**config.mk**
```make
export PLATFORM = sky130hd
export DESIGN_NAME = chunk_serial_adder
export DESIGN_NICKNAME = d
export VERILOG_FILES = /design/src/rtl/chunk_serial_adder_pkg.sv /design/src/rtl/chunk_serial_adder_ripple.sv /design/src/rtl/chunk_serial_adder.sv
export SDC_FILE = /design/constraint.sdc
export NUM_CORES = 1
export LEC_CHECK = 0
export CAP_MARGIN = 20
export CORE_UTILIZATION = 45
export CTS_CLUSTER_SIZE = 30
export DETAILED_ROUTE_END_ITERATION = 8
export PLACE_DENSITY = 0.81
export SLEW_MARGIN = 20
export SYNTH_ARGS = -nofsm -noshare
export SYNTH_HDL_FRONTEND = slang
export SYNTH_HIERARCHICAL = 1
export SYNTH_SLANG_ARGS = --single-unit
```
**constraint.sdc**
```tcl
create_clock -name clk -period 2.3 [get_ports clk]
set_clock_uncertainty 0.15 [all_clocks]
set_input_delay 0.69 -clock clk [delete_from_list [all_inputs] [get_ports clk]]
set_output_delay 0.69 -clock clk [all_outputs]
set_load 0.02 [all_outputs]
```
**src/rtl/chunk_serial_adder_pkg.sv**
```systemverilog
// Shared definitions for the chunk-serial adder: FSM state encoding and sizing helper.
package chunk_serial_adder_pkg;

  typedef enum logic [1:0] {
    IDLE = 2'd0,
    RUN  = 2'd1,
    DONE = 2'd2
  } state_t;

  // Index counter needs at least one bit even when there is a single chunk.
  function automatic int unsigned idx_width(input int unsigned nchunk);
    return (nchunk > 1) ? $clog2(nchunk) : 1;
  endfunction

endpackage

```
**src/rtl/chunk_serial_adder_ripple.sv**
```systemverilog
// Combinational CHUNK-bit ripple adder built from full_adder cells; also exposes carry into the top bit.
module full_adder (
  input  logic a,
  input  logic b,
  input  logic cin,
  output logic s,
  output logic cout
);
  assign s    = a ^ b ^ cin;
  assign cout = (a & b) | (cin & (a ^ b));
endmodule

module ripple_chunk_adder #(
  parameter int unsigned CHUNK = 2
) (
  input  logic [CHUNK-1:0] a,
  input  logic [CHUNK-1:0] b,
  input  logic             cin,
  output logic [CHUNK-1:0] s,
  output logic             cout,
  output logic             c_msb
);
  logic [CHUNK:0] w_c;

  assign w_c[0] = cin;

  for (genvar i = 0; i < CHUNK; i++) begin : g_fa
    full_adder u_fa (
      .a    (a[i]),
      .b    (b[i]),
      .cin  (w_c[i]),
      .s    (s[i]),
      .cout (w_c[i+1])
    );
  end

  assign cout  = w_c[CHUNK];
  assign c_msb = w_c[CHUNK-1];
endmodule

```
**src/rtl/chunk_serial_adder.sv**
```systemverilog
// Multi-cycle adder/subtractor: one CHUNK-bit ripple adder reused over WIDTH/CHUNK cycles.
module chunk_serial_adder
  import chunk_serial_adder_pkg::*;
#(
  parameter int unsigned WIDTH = 8,
  parameter int unsigned CHUNK = 2
) (
  input  logic             clk,
  input  logic             rst_n,
  input  logic             in_valid,
  output logic             in_ready,
  input  logic [WIDTH-1:0] a,
  input  logic [WIDTH-1:0] b,
  input  logic             cin,
  input  logic             sub,
  output logic             out_valid,
  input  logic             out_ready,
  output logic [WIDTH-1:0] sum,
  output logic             cout,
  output logic             overflow
);

  if (CHUNK == 0 || CHUNK > WIDTH || (WIDTH % CHUNK) != 0) begin : g_param_check
    $error("chunk_serial_adder: WIDTH must be a non-zero multiple of CHUNK");
  end

  localparam int unsigned NCHUNK = WIDTH / CHUNK;
  localparam int unsigned IW     = idx_width(NCHUNK);
  localparam logic [IW-1:0] LAST = IW'(NCHUNK - 1);

  state_t           r_state;
  logic [WIDTH-1:0] r_a;
  logic [WIDTH-1:0] r_b;
  logic             r_carry;
  logic [IW-1:0]    r_idx;
  logic [WIDTH-1:0] r_sum;
  logic             r_cout;
  logic             r_ovf;

  logic [CHUNK-1:0] w_s;
  logic             w_cout;
  logic             w_cmsb;

  // Operand registers shift right each RUN cycle so the active chunk is always at bit 0.
  ripple_chunk_adder #(.CHUNK(CHUNK)) u_rca (
    .a     (r_a[CHUNK-1:0]),
    .b     (r_b[CHUNK-1:0]),
    .cin   (r_carry),
    .s     (w_s),
    .cout  (w_cout),
    .c_msb (w_cmsb)
  );

  always_ff @(posedge clk or negedge rst_n) begin
    if (!rst_n) begin
      r_state <= IDLE;
      r_a     <= '0;
      r_b     <= '0;
      r_carry <= 1'b0;
      r_idx   <= '0;
      r_sum   <= '0;
      r_cout  <= 1'b0;
      r_ovf   <= 1'b0;
    end else begin
      case (r_state)
        IDLE: begin
          if (in_valid) begin
            r_a     <= a;
            r_b     <= sub ? ~b : b;
            r_carry <= sub ? 1'b1 : cin;
            r_idx   <= '0;
            r_state <= RUN;
          end
        end
        RUN: begin
          r_sum[r_idx*CHUNK +: CHUNK] <= w_s;
          r_carry <= w_cout;
          r_a     <= r_a >> CHUNK;
          r_b     <= r_b >> CHUNK;
          if (r_idx == LAST) begin
            r_cout  <= w_cout;
            r_ovf   <= w_cmsb ^ w_cout;
            r_state <= DONE;
          end else begin
            r_idx <= r_idx + IW'(1);
          end
        end
        DONE: begin
          if (out_ready) r_state <= IDLE;
        end
        default: r_state <= IDLE;
      endcase
    end
  end

  assign in_ready  = (r_state == IDLE);
  assign out_valid = (r_state == DONE);
  assign sum       = r_sum;
  assign cout      = r_cout;
  assign overflow  = r_ovf;

endmodule
```
==> Yosys cells after proc, flatten, opt, wreduce, memory -nomap -nowiden <==
Index checks and enable logic that the tools add are counted.
W data, S select, Z words.
{ "totals": {"register_bits": 31, "latch_bits": 0, "ram_bits": 0, "rom_bits": 0, "inputBits": 22, "memories": 0} }
{ "classes": {"addsub": 2, "n_mul": 0, "div": 0, "magnitude_cmp": 0, "n_eq_ne": 7, "n_shift": 2, "mux": 16, "bitwise_logic": 12, "n_reduce_logical": 6} }
{ "ops": {"columns": ["op", "count"], "rows": [
  ["$neg A3 Y34", 1],
  ["$shift A2 B34 Y8 const A", 1],
  ["$shiftx A2 B34 Y8", 1],
  ["$pmux W8 S2", 2],
  ["$mux W8", 3],
  ["$mux W2", 5],
  ["$bwmux W8", 1],
  ["$not A8 Y8", 1],
  ["$ne A2 B2 Y1 const B", 3],
  ["$pmux W2 S3", 1],
  ["$reduce_and A3 Y1", 2],
  ["$xor A1 B1 Y1", 5],
  ["$and A1 B1 Y1", 4],
  ["$eq A2 B2 Y1 const B", 2],
  ["$pmux W2 S2", 1],
  ["$reduce_and A2 Y1", 2],
  ["$add A2 B1 Y2 const B", 1],
  ["$eq A2 B1 Y1 const B", 1],
  ["$logic_not A2 Y1", 1],
  ["$mux W1", 2],
  ["$ne A2 B1 Y1 const B", 1],
  ["$or A1 B1 Y1", 2],
  ["$pmux W1 S2", 1],
  ["$reduce_bool A2 Y1", 1]
]} }

==> Logic depth before layout (Yosys ltp) <==
{ "depth": {"word_depth": 6, "mapped_depth": 5} }

==> Modules after synthesis <==
Netlist, hierarchy kept.
{ "by_module_without_submodules": {"columns": ["module", "instances", "cells_each", "area_per_inst_um2"], "rows": [
  ["chunk_serial_adder", 1, 149, 1599.0],
  ["full_adder", 2, 1, 20.0]
]} }

==> Worst setup path after synthesis <==
No wires, ideal clock.
{ "synth_path": {"kind": "flip-flop to output port", "from": "register r_state[0]", "to": "output in_ready", "arrival_ns": 1.096, "t_required_ns": 1.460, "path_slack_ns": 0.364, "stages_incl_launch_ff": 5, "path_buffers": 3, "cell_sequence": "dfrtp_1 -> buf_6 -> buf_2 -> buf_2 -> nor2_1"} }
{ "synth_via": {"elab_chain_cells": 1} }
{ "synth_lines": {"columns": ["element", "line_no", "source"], "rows": [
  ["start, declared", "chunk_serial_adder.sv:31", "state_t r_state;"],
  ["start signal, assigned", "chunk_serial_adder.sv:56", "r_state <= IDLE;"],
  ["start signal, assigned", "chunk_serial_adder.sv:72", "r_state <= RUN;"],
  ["start signal, assigned", "chunk_serial_adder.sv:83", "r_state <= DONE;"],
  ["$logic_not A2 Y1", "chunk_serial_adder.sv:96", "assign in_ready = (r_state == IDLE);"],
  ["end, declared", "chunk_serial_adder.sv:11", "output logic in_ready,"]
]} }
No other way between the ends.

==> Worst setup path in the final report <==
{ "layout_path": {"from": "register r_sum[5], in the netlist sum[5]", "to": "output sum[5]"} }
{ "layout_lines": {"columns": ["element", "line_no", "source"], "rows": [
  ["start, declared", "chunk_serial_adder.sv:36", "logic [WIDTH-1:0] r_sum;"],
  ["start signal, assigned by index", "chunk_serial_adder.sv:76", "r_sum[r_idx*CHUNK +: CHUNK] <= w_s;"],
  ["end, declared", "chunk_serial_adder.sv:18", "output logic [WIDTH-1:0] sum,"]
]} }
No word-level cell between the ends.

==> metrics.txt <==
fin crit share=0.9353; crit path kind=reg -> out; Final ANT Viol Nets=0; Tot GR Track Use=0.1994; Layout Nets=216; Vias=1,264; Ant. Diodes=0; RSZ-0062 raised after global routing=false; share of layout cells above drive strength 1=0.1277; most frequent cells in the layout=clkdlybuf4s50_1, dfrtp_1, nand2_1, o21ai_0; First-pass DRT Iterations=5; synth unique cells=29; HP Class=reg -> reg; Avg WL per Cell=14.48 microns; FMAX=464.9 MHz; CTS H-Tree Depth=2; CP arrival=1310 ps; pin count of the biggest net entering global routing=32; r2r startpoint=r_idx[0]$_DFFE_PN0P_; CTS Buf Count=5; Crit. End Element=output pin; Slew HR=0.6299; Buf/Inv on CP=1; Final Max Slew Viols=0; Finished Cell Area=0.002062 sq mm; initial antenna violation count=0; synth-to-layout area growth=25.80%; final setup fails=0; Worst-path clk slew=90 ps; Yosys reg bits=31; Port Buffer Count=33; status=complete, no violations; Die Y=62.35 microns; CTS tree=built; min cycle time layout=2151 ps; Yosys top cell area share=0.4733; GP Congestion=0.7816; critical-path cell list=clkdlybuf4s50_1; hold_sp=overflow$_DFFE_PN0P_; critical path launch point=sum[5]$_DFFE_PN0P_; Starting Density=0.4799; pwr/cell area=1225 mW/mm^2; setup_tns=0 ps; Largest delay share family, worst path=buffers and inverters; Post-Place Cell Area=0.002013 sq mm; Max-Cap Viols=0; initial DRC count=50; largest area contributor in the netlist=dfrtp_1; DP Wirelength=2.533 mm; Avg Cell Area, Syn=10.85 sq um; WP data required=1460 ps; # rows=21; syn nets=180; vias in the first global route=1,309; Root Driver=clkbuf_4; Hold Vio Cnt, Final=0; CTS Hold Bufs=0; Worst Setup Start Kind=flip-flop; Die X-Extent=62.35 microns; CP max stage delay=610 ps; Post-Route WL=3.388 mm; clock buffer depth=2; worst slew pin tran=554.1 ps; Seq/Total Area, Yosys=0.4733; worst skew pair latency=330 ps; total die area=0.003888 sq mm; slowest CP cell=clkdlybuf4s50_1; cells after synthesis=151; I/O Pins=34; R2R setup slack=350 ps; vias per cell=5.402; DRC violations left=0; first-pass GRT wire length=5.865 mm; Yosys warnings=6; grt ovf=0; worst-path fanout max=2; core area=0.003416 sq mm; area of the mapped netlist=0.001639 sq mm; commonest non-fill, non-tap cell in the layout=clkdlybuf4s50_1; VDD IR max=611.1 uV; top cells by area, synth=dfrtp_1, a22o_1, o21ai_0, ha_1, xnor2_1; Leakage=0.9335 nW; clock sinks=31
per-stage QoR:
| stage | total power [W] | hold WS (ps) | instances | utilization | worst slack, ps |
|---|---|---|---|---|---|
| after CTS | 0.002545 | 350.6 | 234 | 0.6037 | 126.8 |
| after detailed placement | 0.002249 | 330.5 | 226 | 0.5894 | 96.07 |
| after global routing | 0.002723 | 390.8 | 234 | 0.6037 | 89.70 |
| after global placement | 0.002183 | 314.6 | 226 | 0.5894 | 190.9 |
| final | 0.002526 | 345.9 | 234 | 0.6037 | 148.9 |
| after floorplan | 0.001824 | 244.4 | 151 | - | 364.4 |
worst register-to-register path, stage by stage, from the launching register on:
cell and delay, ps:
dfrtp_1 450, inv_1 170, ha_1 430, nor4b_1 320, and3_1 240, a22o_1 150
cell families after synthesis:
kind of cell	synth area share
AO/OA/AOI/OAI	0.1847
buffers and inverters	0.04274
flip-flops	0.4733
XOR/XNOR	0.04809
adder cells (fa/ha/maj)	0.06260
multiplexers	0.01374
AND/OR/NAND/NOR	0.1748
repair_timing:
item	4_1_cts	5_1_grt
resized for setup	3	0
setup buffers	0	0
endpoints found under the setup margin	2	0
layer usage:
metal | wire length, microns | vias to the layer above | track usage
met5 | 0 | - | 0
met4 | 62 | 0 | 0.1017
met3 | 162 | 5 | 0.05699
met2 | 1725 | 41 | 0.3462
met1 | 1437 | 611 | 0.2218
li1 | - | 607 | -
state kept, by name (all words and copies together), names as in the netlist:
signal    flops
cout          1
overflow      1
r_a           8
r_b           8
r_carry       1
r_idx         2
r_state       2
sum           8
power by group:
| part | total [W] | internal [W] | switching, W |
|---|---|---|---|
| Sequential | 0.000947 | 0.000770 | 0.000176 |
| Combinational | 0.00128 | 0.000622 | 0.000659 |
| Clock | 0.000298 | 0.000119 | 0.000179 |
final cells by class:
| cell class | count | area, sq um |
|---|---|---|
| flip-flops and latches | 31 | 777.0 |
| well taps | 46 | 57.56 |
| fillers | 302 | 1354 |
| inverters | 3 | 11.26 |
| multi-input cells | 107 | 793.3 |
| repair buffers | 39 | 372.9 |
| clock buffers | 7 | 45.04 |
| clock inverters | 1 | 5.005 |
cell usage after synthesis:
master,number
nand2b_1,3
o21bai_2,1
a21oi_1,11
xor2_1,2
fa_1,2
nor4_1,1
o21ai_0,13
and3b_1,6
a221o_2,5
a221o_1,1
nor4b_2,2
nor2b_1,6
mux2_2,2
buf_2,5
nand2_1,13
nand3b_1,2
nor2_1,9
a22o_1,11
ha_1,5
inv_1,3
or3b_1,1
a2bb2oi_1,1
and3_1,1
buf_6,2
clkbuf_1,3
nand3b_4,1
xnor2_1,7
dfrtp_1,31
nor4b_1,1
worst paths after layout:
path,endpoint,cells after the start
max,sum[5],1
min,overflow$_DFFE_PN0P_,2
max reg2reg,sum[5]$_DFFE_PN0P_,5
min reg2reg,overflow$_DFFE_PN0P_,2
max in group asynchronous,r_state[1]$_DFFE_PN0P_,2
min in group asynchronous,sum[7]$_DFFE_PN0P_,2
(Power assumes the default switching activity.)
